File: src/rtl/cave_reg_file_pkg.sv
// Shared constants and helpers for the cave_reg_file control register block.
package cave_reg_file_pkg;

    localparam logic [7:0] RESET_BYTE = 8'h00;

    function automatic int bytes_of(input int data_width);
        return data_width / 8;
    endfunction

    // One byte lane of a masked write: take the new byte only when its enable is set.
    function automatic logic [7:0] merge_byte(input logic [7:0] old_b,
                                              input logic [7:0] new_b,
                                              input logic       en);
        return en ? new_b : old_b;
    endfunction

endpackage

File: src/rtl/cave_reg_file_shadow.sv
// Shadow bank for cave_reg_file: loads the whole live bank when commit is high.
// Only instantiated when CAVE_REG_FILE_SHADOW_EN is defined.
module cave_reg_file_shadow
    import cave_reg_file_pkg::*;
#(
    parameter int WIDTH = 64
) (
    input  logic             clock,
    input  logic             reset_n,
    input  logic             commit,
    input  logic [WIDTH-1:0] d,
    output logic [WIDTH-1:0] q
);

    always_ff @(posedge clock) begin
        if (!reset_n) begin
            q <= {(WIDTH / 8){RESET_BYTE}};
        end else if (commit) begin
            q <= d;
        end
    end

endmodule

File: src/rtl/cave_reg_file.sv
// Parametrised control register file with byte masks, registered read/ack and change strobes.
// Optional feature macro: CAVE_REG_FILE_SHADOW_EN (adds io_commit and a shadowed io_regs bank).
module cave_reg_file
    import cave_reg_file_pkg::*;
#(
    parameter int DATA_WIDTH = 16,
    parameter int DEPTH      = 4,
    parameter int ADDR_WIDTH = 2
) (
    input  logic                        clock,
    input  logic                        reset_n,
    input  logic                        io_mem_rd,
    input  logic                        io_mem_wr,
    input  logic [ADDR_WIDTH-1:0]       io_mem_addr,
    input  logic [DATA_WIDTH/8-1:0]     io_mem_mask,
    input  logic [DATA_WIDTH-1:0]       io_mem_din,
    output logic [DATA_WIDTH-1:0]       io_mem_dout,
    output logic                        io_mem_ack,
    output logic [DEPTH*DATA_WIDTH-1:0] io_regs,
`ifdef CAVE_REG_FILE_SHADOW_EN
    input  logic                        io_commit,
`endif
    output logic [DEPTH-1:0]            io_changed
);

    localparam int BYTES = bytes_of(DATA_WIDTH);

    logic [DATA_WIDTH-1:0]       regs [DEPTH];
    logic [DEPTH-1:0]            hit;
    logic [DATA_WIDTH-1:0]       rd_word;
    logic [DEPTH*DATA_WIDTH-1:0] live_flat;

    // One-hot address decode; out-of-range addresses hit nothing, so they
    // neither write nor pulse io_changed, and read back as zero.
    always_comb begin
        hit     = '0;
        rd_word = '0;
        for (int k = 0; k < DEPTH; k++) begin
            hit[k] = (io_mem_addr == ADDR_WIDTH'(k));
            if (hit[k]) begin
                rd_word = regs[k];
            end
        end
    end

    always_ff @(posedge clock) begin
        if (!reset_n) begin
            for (int k = 0; k < DEPTH; k++) begin
                regs[k] <= {BYTES{RESET_BYTE}};
            end
            io_changed  <= '0;
            io_mem_dout <= {BYTES{RESET_BYTE}};
            io_mem_ack  <= 1'b0;
        end else begin
            io_mem_ack <= io_mem_rd | io_mem_wr;
            if (io_mem_rd) begin
                io_mem_dout <= rd_word;
            end
            for (int k = 0; k < DEPTH; k++) begin
                io_changed[k] <= io_mem_wr && hit[k] && (|io_mem_mask);
                for (int b = 0; b < BYTES; b++) begin
                    if (io_mem_wr && hit[k]) begin
                        regs[k][b*8 +: 8] <= merge_byte(regs[k][b*8 +: 8],
                                                        io_mem_din[b*8 +: 8],
                                                        io_mem_mask[b]);
                    end
                end
            end
        end
    end

    always_comb begin
        live_flat = '0;
        for (int k = 0; k < DEPTH; k++) begin
            live_flat[k*DATA_WIDTH +: DATA_WIDTH] = regs[k];
        end
    end

`ifdef CAVE_REG_FILE_SHADOW_EN
    cave_reg_file_shadow #(
        .WIDTH (DEPTH * DATA_WIDTH)
    ) u_shadow (
        .clock   (clock),
        .reset_n (reset_n),
        .commit  (io_commit),
        .d       (live_flat),
        .q       (io_regs)
    );
`else
    assign io_regs = live_flat;
`endif

endmodule

File: config.mk
export PLATFORM = sky130hd
export DESIGN_NAME = cave_reg_file
export DESIGN_NICKNAME = d
export VERILOG_FILES = /design/src/rtl/cave_reg_file_pkg.sv /design/src/rtl/cave_reg_file_shadow.sv /design/src/rtl/cave_reg_file.sv
export SDC_FILE = /design/constraint.sdc
export NUM_CORES = 1
export LEC_CHECK = 0
export ABC_AREA = 1
export CORE_ASPECT_RATIO = 1.2
export CORE_MARGIN = 4
export CORE_UTILIZATION = 50
export DETAILED_ROUTE_END_ITERATION = 7
export GPL_TIMING_DRIVEN = 0
export HOLD_SLACK_MARGIN = 0.03
export PLACE_DENSITY = 0.84
export SYNTH_ARGS = -nofsm -noshare
export SYNTH_HDL_FRONTEND = slang
export SYNTH_HIERARCHICAL = 1
export SYNTH_SLANG_ARGS = --single-unit
export TNS_END_PERCENT = 20
File: constraint.sdc
create_clock -name clock -period 2.83 [get_ports clock]
set_input_delay 0.4245 -clock clock [delete_from_list [all_inputs] [get_ports clock]]
set_output_delay 0.4245 -clock clock [all_outputs]
set_load 0.05 [all_outputs]
==> results of run 1 <==
[cells in the final DEF, fill, tap and decap left out]
cell             Yosys  final
inv_2                2      2
buf_4                4      4
nand2_1             48     48
buf_2                7      7
clkbuf_8             0      9
o21ai_0             15     15
a21oi_2             10     10
clkdlybuf4s50_1      0    106
nand2_4              1      1
inv_1               19     19
nand3_1             32     32
o21ai_1             10     10
nor2_1              97     97
edfxtp_1            64     64
clkinv_1             1      3
a21oi_1             10     10
dfxtp_1             21     21
inv_6                0      1
nand2_2              3      3
buf_6                4      4
bufinv_16            0      4
nor2_8               1      1
nand3_4              2      2
clkbuf_1             3      3
[flip-flops by register name, indices dropped and copies added (netlist names)]
register / cells
regs: 64
io_mem_ack: 1
io_mem_dout: 16
io_changed: 4
[power by group]
group	total, mW	internal (mW)	switching (mW)	leakage, nW
logic	0.669	0.207	0.462	1.02
registers	1.48	1.42	0.0520	0.786
clock network	1.10	0.673	0.432	0.129
total	3.25	2.30	0.945	1.93
[layout make-up]
| cell class | instances | area [sq um] | area share (%) |
|---|---|---|---|
| Tap cell | 87 | 108.9 | 2.165 |
| Buffer | 18 | 121.4 | 2.414 |
| Sequential cell | 85 | 2342 | 46.58 |
| Inverter | 22 | 82.58 | 1.642 |
| Clock inverter | 7 | 136.4 | 2.712 |
| Clock buffer | 9 | 123.9 | 2.463 |
| Multi-Input combinational cell | 229 | 1052 | 20.93 |
| Timing Repair Buffer | 106 | 1061 | 21.10 |
[critical path: stages]
cell,delay [ps]
clkdlybuf4s50_1,490
nand2_2,70
inv_2,150
nand3_4,170
o21ai_0,1060
[kinds of logic (layout without fill, tap and decap cells)]
group           Yosys count  in the layout  share of synthesized area [%]
simple gates            184            184                          21.94
flops                    85             85                          65.09
compound gates           45             45                          7.302
buf+inv                  40            162                          5.667
[path summary, 6_finish.rpt]
kind	start	end	depth (start not counted)
worst min register to register	io_mem_dout[13]$_SDFFE_PN0P_	io_mem_dout[13]$_SDFFE_PN0P_	2
worst max register to register	regs[2][0]$_SDFFCE_PP0P_	io_mem_dout[0]$_SDFFE_PN0P_	4
worst min-delay path	reset_n	io_mem_ack$_SDFF_PN0_	3
worst max-delay path	io_mem_wr	regs[1][6]$_SDFFCE_PP0P_	5
[through the flow]
step           util [%]  worst slack [ps]
6_report          72.49             415.5
5_1_grt           72.49             282.3
4_1_cts           72.49             398.1
3_5_place_dp      68.74             67.68
3_3_place_gp      68.74             111.8
2_1_floorplan         -             962.5
[routing by layer]
metal | up-vias | GRT usage [%] | share of wire, %
li1 | 1411 | - | -
met1 | 1451 | 29.74 | 36
met2 | 212 | 38.70 | 51
met3 | 31 | 3.598 | 9.8
met4 | 0 | 10.72 | 3.0
met5 | - | 0 | 0
==> key figures, run 1 <==
Worst setup path
  • Worst Setup Start Kind: primary input
  • CP Capture Type: flop
  • Critical path arrival: 2380 ps
  • R2r setup slk: 1860 ps
  • Critical path data required time: between 2000 and 3000 ps
  • Critical path peak fanout: 10
  • Critical setup path kind: primary input to flop

Timing
  • Final Hold Vio Count: 0
  • Worst-Margin Slew: 1335 ps
  • Slew Limit Headroom: 10.03%
  • Tcrit/Tclk final: between 80% and 90%
  • Fin. max-slew vios: 0
  • Min Hold Slack: 404.7 ps
  • Clock Skew: 8.301 ps
  • Fmax: 0.4142 GHz
  • Period minus WS final: between 2000 and 2500 ps
  • Setup_tns: 0 ps
  • RSZ-0062 raised after global routing: no
  • Final setup viols: 0

Power
  • Leak pwr: approximately 1.9 nW
  • Worst vdd ir: 0.3749 mV
  • Tot Pwr: 3.248 mW
  • Power Density: 646.0 nW/um^2

Clock network
  • TritonCTS Buffers: 9
  • Post-CTS setup buffers: 0
  • Clock buffer depth: 2
  • Reg clk slew, reported paths: 80 ps
  • Clk root buf: clkbuf_8
  • # clock sinks: 85
  • CTS tree: yes
  • # H-tree levels: 3
  • Clk Latency, worst-skew pair: about 350 ps
  • Post-CTS sizing: 0
  • CTS Hold Bufs: 0

Floorplanning
  • Row count: 33
  • Io pins: 109
  • Starting density of the core: 51.88%
  • Placeable Area: 6937 sq um
  • Die X: 85.45 um
  • Die Height: 100.9 um
  • DIE AREA: 8624 sq um

Global route
  • Remaining Overflow, GRT: 0
  • Largest net degree at the start of global routing: 15
  • Total GRT Usage: 23.20%
  • Vias in the first global route: around 2800
  • First-pass GRT wire length: 15.13 mm
  • Antenna violations before repair: 0

Placed design
  • Inst Count DP: 547
  • Dpl cell area: 4768 sq um
  • Placer congestion estimate: 0.8560
  • PortBufs: 106
  • HPWL Detailed: roughly 7.4 mm

Logic synthesis
  • Most numerous cell in the Yosys netlist: nor2_1
  • Post-synth cell types: 20
  • Gate count after technology mapping: between 300 and 400
  • Number of synthesized flops with an enable pin: 64
  • Synth Net Count: 378
  • Commonest cells post-synth: 97 x nor2_1, 64 x edfxtp_1, 48 x nand2_1, 32 x nand3_1, 21 x dfxtp_1
  • Synth Register Bits: 85
  • Ys async rst share: 0%
  • Syn Std Cell Area: 3598 sq um
  • Area contributors post-synth: edfxtp_1 53%, dfxtp_1 12%, nor2_1 10%
  • Synth warn: 6
  • Top-area cell type share of the netlist area: between 50% and 60%
  • Syn avg cell area: 10.17 sq um
  • Synth area leader: edfxtp_1
  • Most used DFF post-synth: edfxtp_1
  • Seq/Total Area, Yosys: 65.09%

Routing
  • Iteration-0 DRC Markers: 299
  • Drt pass-1 iters: 5
  • Drc violations: 0
  • Drt via density: 5.515
  • Post-DR wirelength/cell: 17.86 um
  • Final ANT Viol Nets: 0
  • Vias after detailed routing: around 3100
  • Final WL: 10.05 mm

Min path
  • Hold crit path type: primary input to flop

Final layout
  • Non-Filler Instances: 563
  • Fillers: approximately 480
  • Antenna diode count: 0
  • Share of layout cells above drive strength 1: between 10% and 20%
  • Post-route design area: 5029 sq um
  • Final nets: a little under 500
  • Syn-to-layout area delta: 39.74%

Run
  • Max-cap viol count: 0

Outcome
  • Status: completed
Power figures use the tool's default switching activity.
==> run 2: changes to the inputs <==
- CORE_MARGIN: 4 -> not set
==> run 2 against run 1 <==
  * Via count decreased by 2.5%
  * Non-clock buffer count is the same
  * Wire length fell by 5.7%
  * Final cell count stayed put
  * Utilization is 0.65 points lower
  * Register-to-register slack worse by 30 ps
  * Sequential share of layout area up 0.71 points
  * Clock power fell by 24%
==> key figures, run 2 (synthesis results as in run 1) <==
Outcome
  • Status: completed

Worst setup path
  • Critical path arrival: 2440 ps
  • CP Capture Type: flop
  • Critical setup path kind: primary input to flop
  • Worst Setup Start Kind: primary input
  • Critical path data required time: 2790 ps
  • Origin of the critical flop-to-flop path: regs[2][0]$_SDFFCE_PP0P_
  • Worst setup path startpoint: io_mem_addr[1]
  • R2r setup slk: 1830 ps
  • Critical path peak fanout: 10

Clock network
  • CTS Hold Bufs: 0
  • Reg clk slew, reported paths: approximately 80 ps
  • Clk root buf: clkbuf_8
  • TritonCTS Buffers: 9
  • Post-CTS setup buffers: 0
  • # clock sinks: 85
  • Post-CTS sizing: 0
  • # H-tree levels: 3
  • CTS tree: yes
  • Clock buffer depth: 2
  • Clk Latency, worst-skew pair: about 350 ps

Timing
  • Period minus WS final: 2481 ps
  • Tcrit/Tclk final: 87.66%
  • Setup_tns: 0 ps
  • Clock Skew: a little over 10 ps
  • Min Hold Slack: approximately 390 ps
  • Final Hold Vio Count: 0
  • Worst-Margin Slew: 1325 ps
  • Fin. max-slew vios: 0
  • RSZ-0062 raised after global routing: no
  • Final setup viols: 0
  • Slew Limit Headroom: between 10% and 20%
  • Fmax: 0.4031 GHz
  • Setup ws final: about 350 ps

Placed design
  • PortBufs: ~110
  • Placer congestion estimate: 0.9803
  • Dpl cell area: 4768 sq um
  • HPWL Detailed: 7.097 mm
  • Place WS: 5.491 ps

Floorplanning
  • Placeable Area: 6895 sq um
  • Starting density of the core: 52.19%
  • Die Height: approximately 95 um
  • Die X: 79.45 um
  • DIE AREA: 7542 sq um
  • Row count: 33
  • Io pins: 109

Global route
  • Remaining Overflow, GRT: 0
  • Antenna violations before repair: 0
  • Met1 GRT Util: 32.31%
  • Met3 Resource Use GR: roughly 5%
  • Total GRT Usage: 26.33%
  • First-pass GRT wire length: 14.48 mm
  • Top Usage Layer GRT: met2
  • Largest net degree at the start of global routing: 15
  • M2 GR Usage: between 40% and 50%
  • Vias in the first global route: approximately 2900

Routing
  • Vias after detailed routing: 3026
  • Iteration-0 DRC Markers: 174
  • Final WL: 9.477 mm
  • Drt via density: 5.375
  • Drc violations: 0
  • Post-DR wirelength/cell: 16.83 um
  • Final ANT Viol Nets: 0
  • Drt pass-1 iters: 5

Final layout
  • Most common cell after layout, fill and taps aside: clkdlybuf4s50_1
  • Number of flip-flops in the largest register: 64
  • Share of layout cells above drive strength 1: 9.664%
  • Biggest register: regs
  • Fillers: between 400 and 500
  • Final nets: 495
  • Area taken by flip-flops and latches: roughly 2300 sq um
  • Regs by FF count: regs: 64 flops, io_mem_dout: 16 flops, io_changed: 4 flops
  • Multi-input gate area: 1052 sq um
  • Antenna diode count: 0
  • Commonest cells after routing, fill and taps aside: 106 x clkdlybuf4s50_1, 97 x nor2_1, 64 x edfxtp_1
  • Syn-to-layout area delta: 37.66%
  • Post-route design area: a little under 5000 sq um

Power
  • Tot Pwr: just under 3 mW
  • NetSw: 0.9323 mW
  • Power Density: between 500 and 600 nW/um^2
  • Logic pwr share: 22.3%
  • Sw Ratio: 31.38%
  • Reg power frac: 49.6%
  • Internal Power: 2.039 mW
  • Leak pwr: 1.892 nW
  • Clk network pwr share: 28.0%
  • Worst vdd ir: 0.3705 mV

Min path
  • Hold Crit Start: reset_n
  • Hold crit path type: primary input to flop

Run
  • Max-cap viol count: 0
run 2: critical path: stages:
cell and delay (ps):
clkdlybuf4s50_1 450, buf_6 170, nor2_8 150, nand2_2 180, o21ai_0 1060
run 2: power by group through the flow:
stage	Clock (mW)	Sequential, mW	Combinational, mW
after floorplan	0	1.77	0.146
after global placement	0	1.50	0.651
after detailed placement	0	1.50	0.662
after CTS	0.832	1.47	0.664
after global routing	0.883	1.48	0.695
final	0.832	1.47	0.664
run 2: layer usage:
metal | vias to the layer above | routed length, um
li1 | 1407 | -
met1 | 1455 | 3613
met2 | 144 | 4859
met3 | 20 | 747
met4 | 0 | 256
met5 | - | 0
run 2: through the flow:
stage | util (%) | std cells
after floorplan | - | 354
after global placement | 69.15 | 547
after detailed placement | 69.15 | 547
after CTS | 71.84 | 563
after global routing | 71.84 | 563
final | 71.84 | 563
run 2: area by class of cell:
cell class | instances | share of cell area (%)
Buffer | 18 | 2.450
Clock buffer | 12 | 2.728
Clock inverter | 4 | 1.010
Inverter | 22 | 1.667
Multi-Input combinational cell | 229 | 21.24
Sequential cell | 85 | 47.28
Tap cell | 87 | 2.198
Timing Repair Buffer | 106 | 21.42
run 2: final timing paths:
path / endpoint / cells past startpoint
worst max-delay path: regs[0][0]$_SDFFCE_PP0P_ / 5
worst min-delay path: io_mem_ack$_SDFF_PN0_ / 3
worst max register to register: io_mem_dout[0]$_SDFFE_PN0P_ / 4
worst min register to register: io_mem_dout[11]$_SDFFE_PN0P_ / 2
==> run 3: changes to the inputs <==
- SKIP_LAST_GASP: not set -> 1
==> results of run 3 <==
Same layout as run 2: the final DEF is identical, and so are final timing and power.
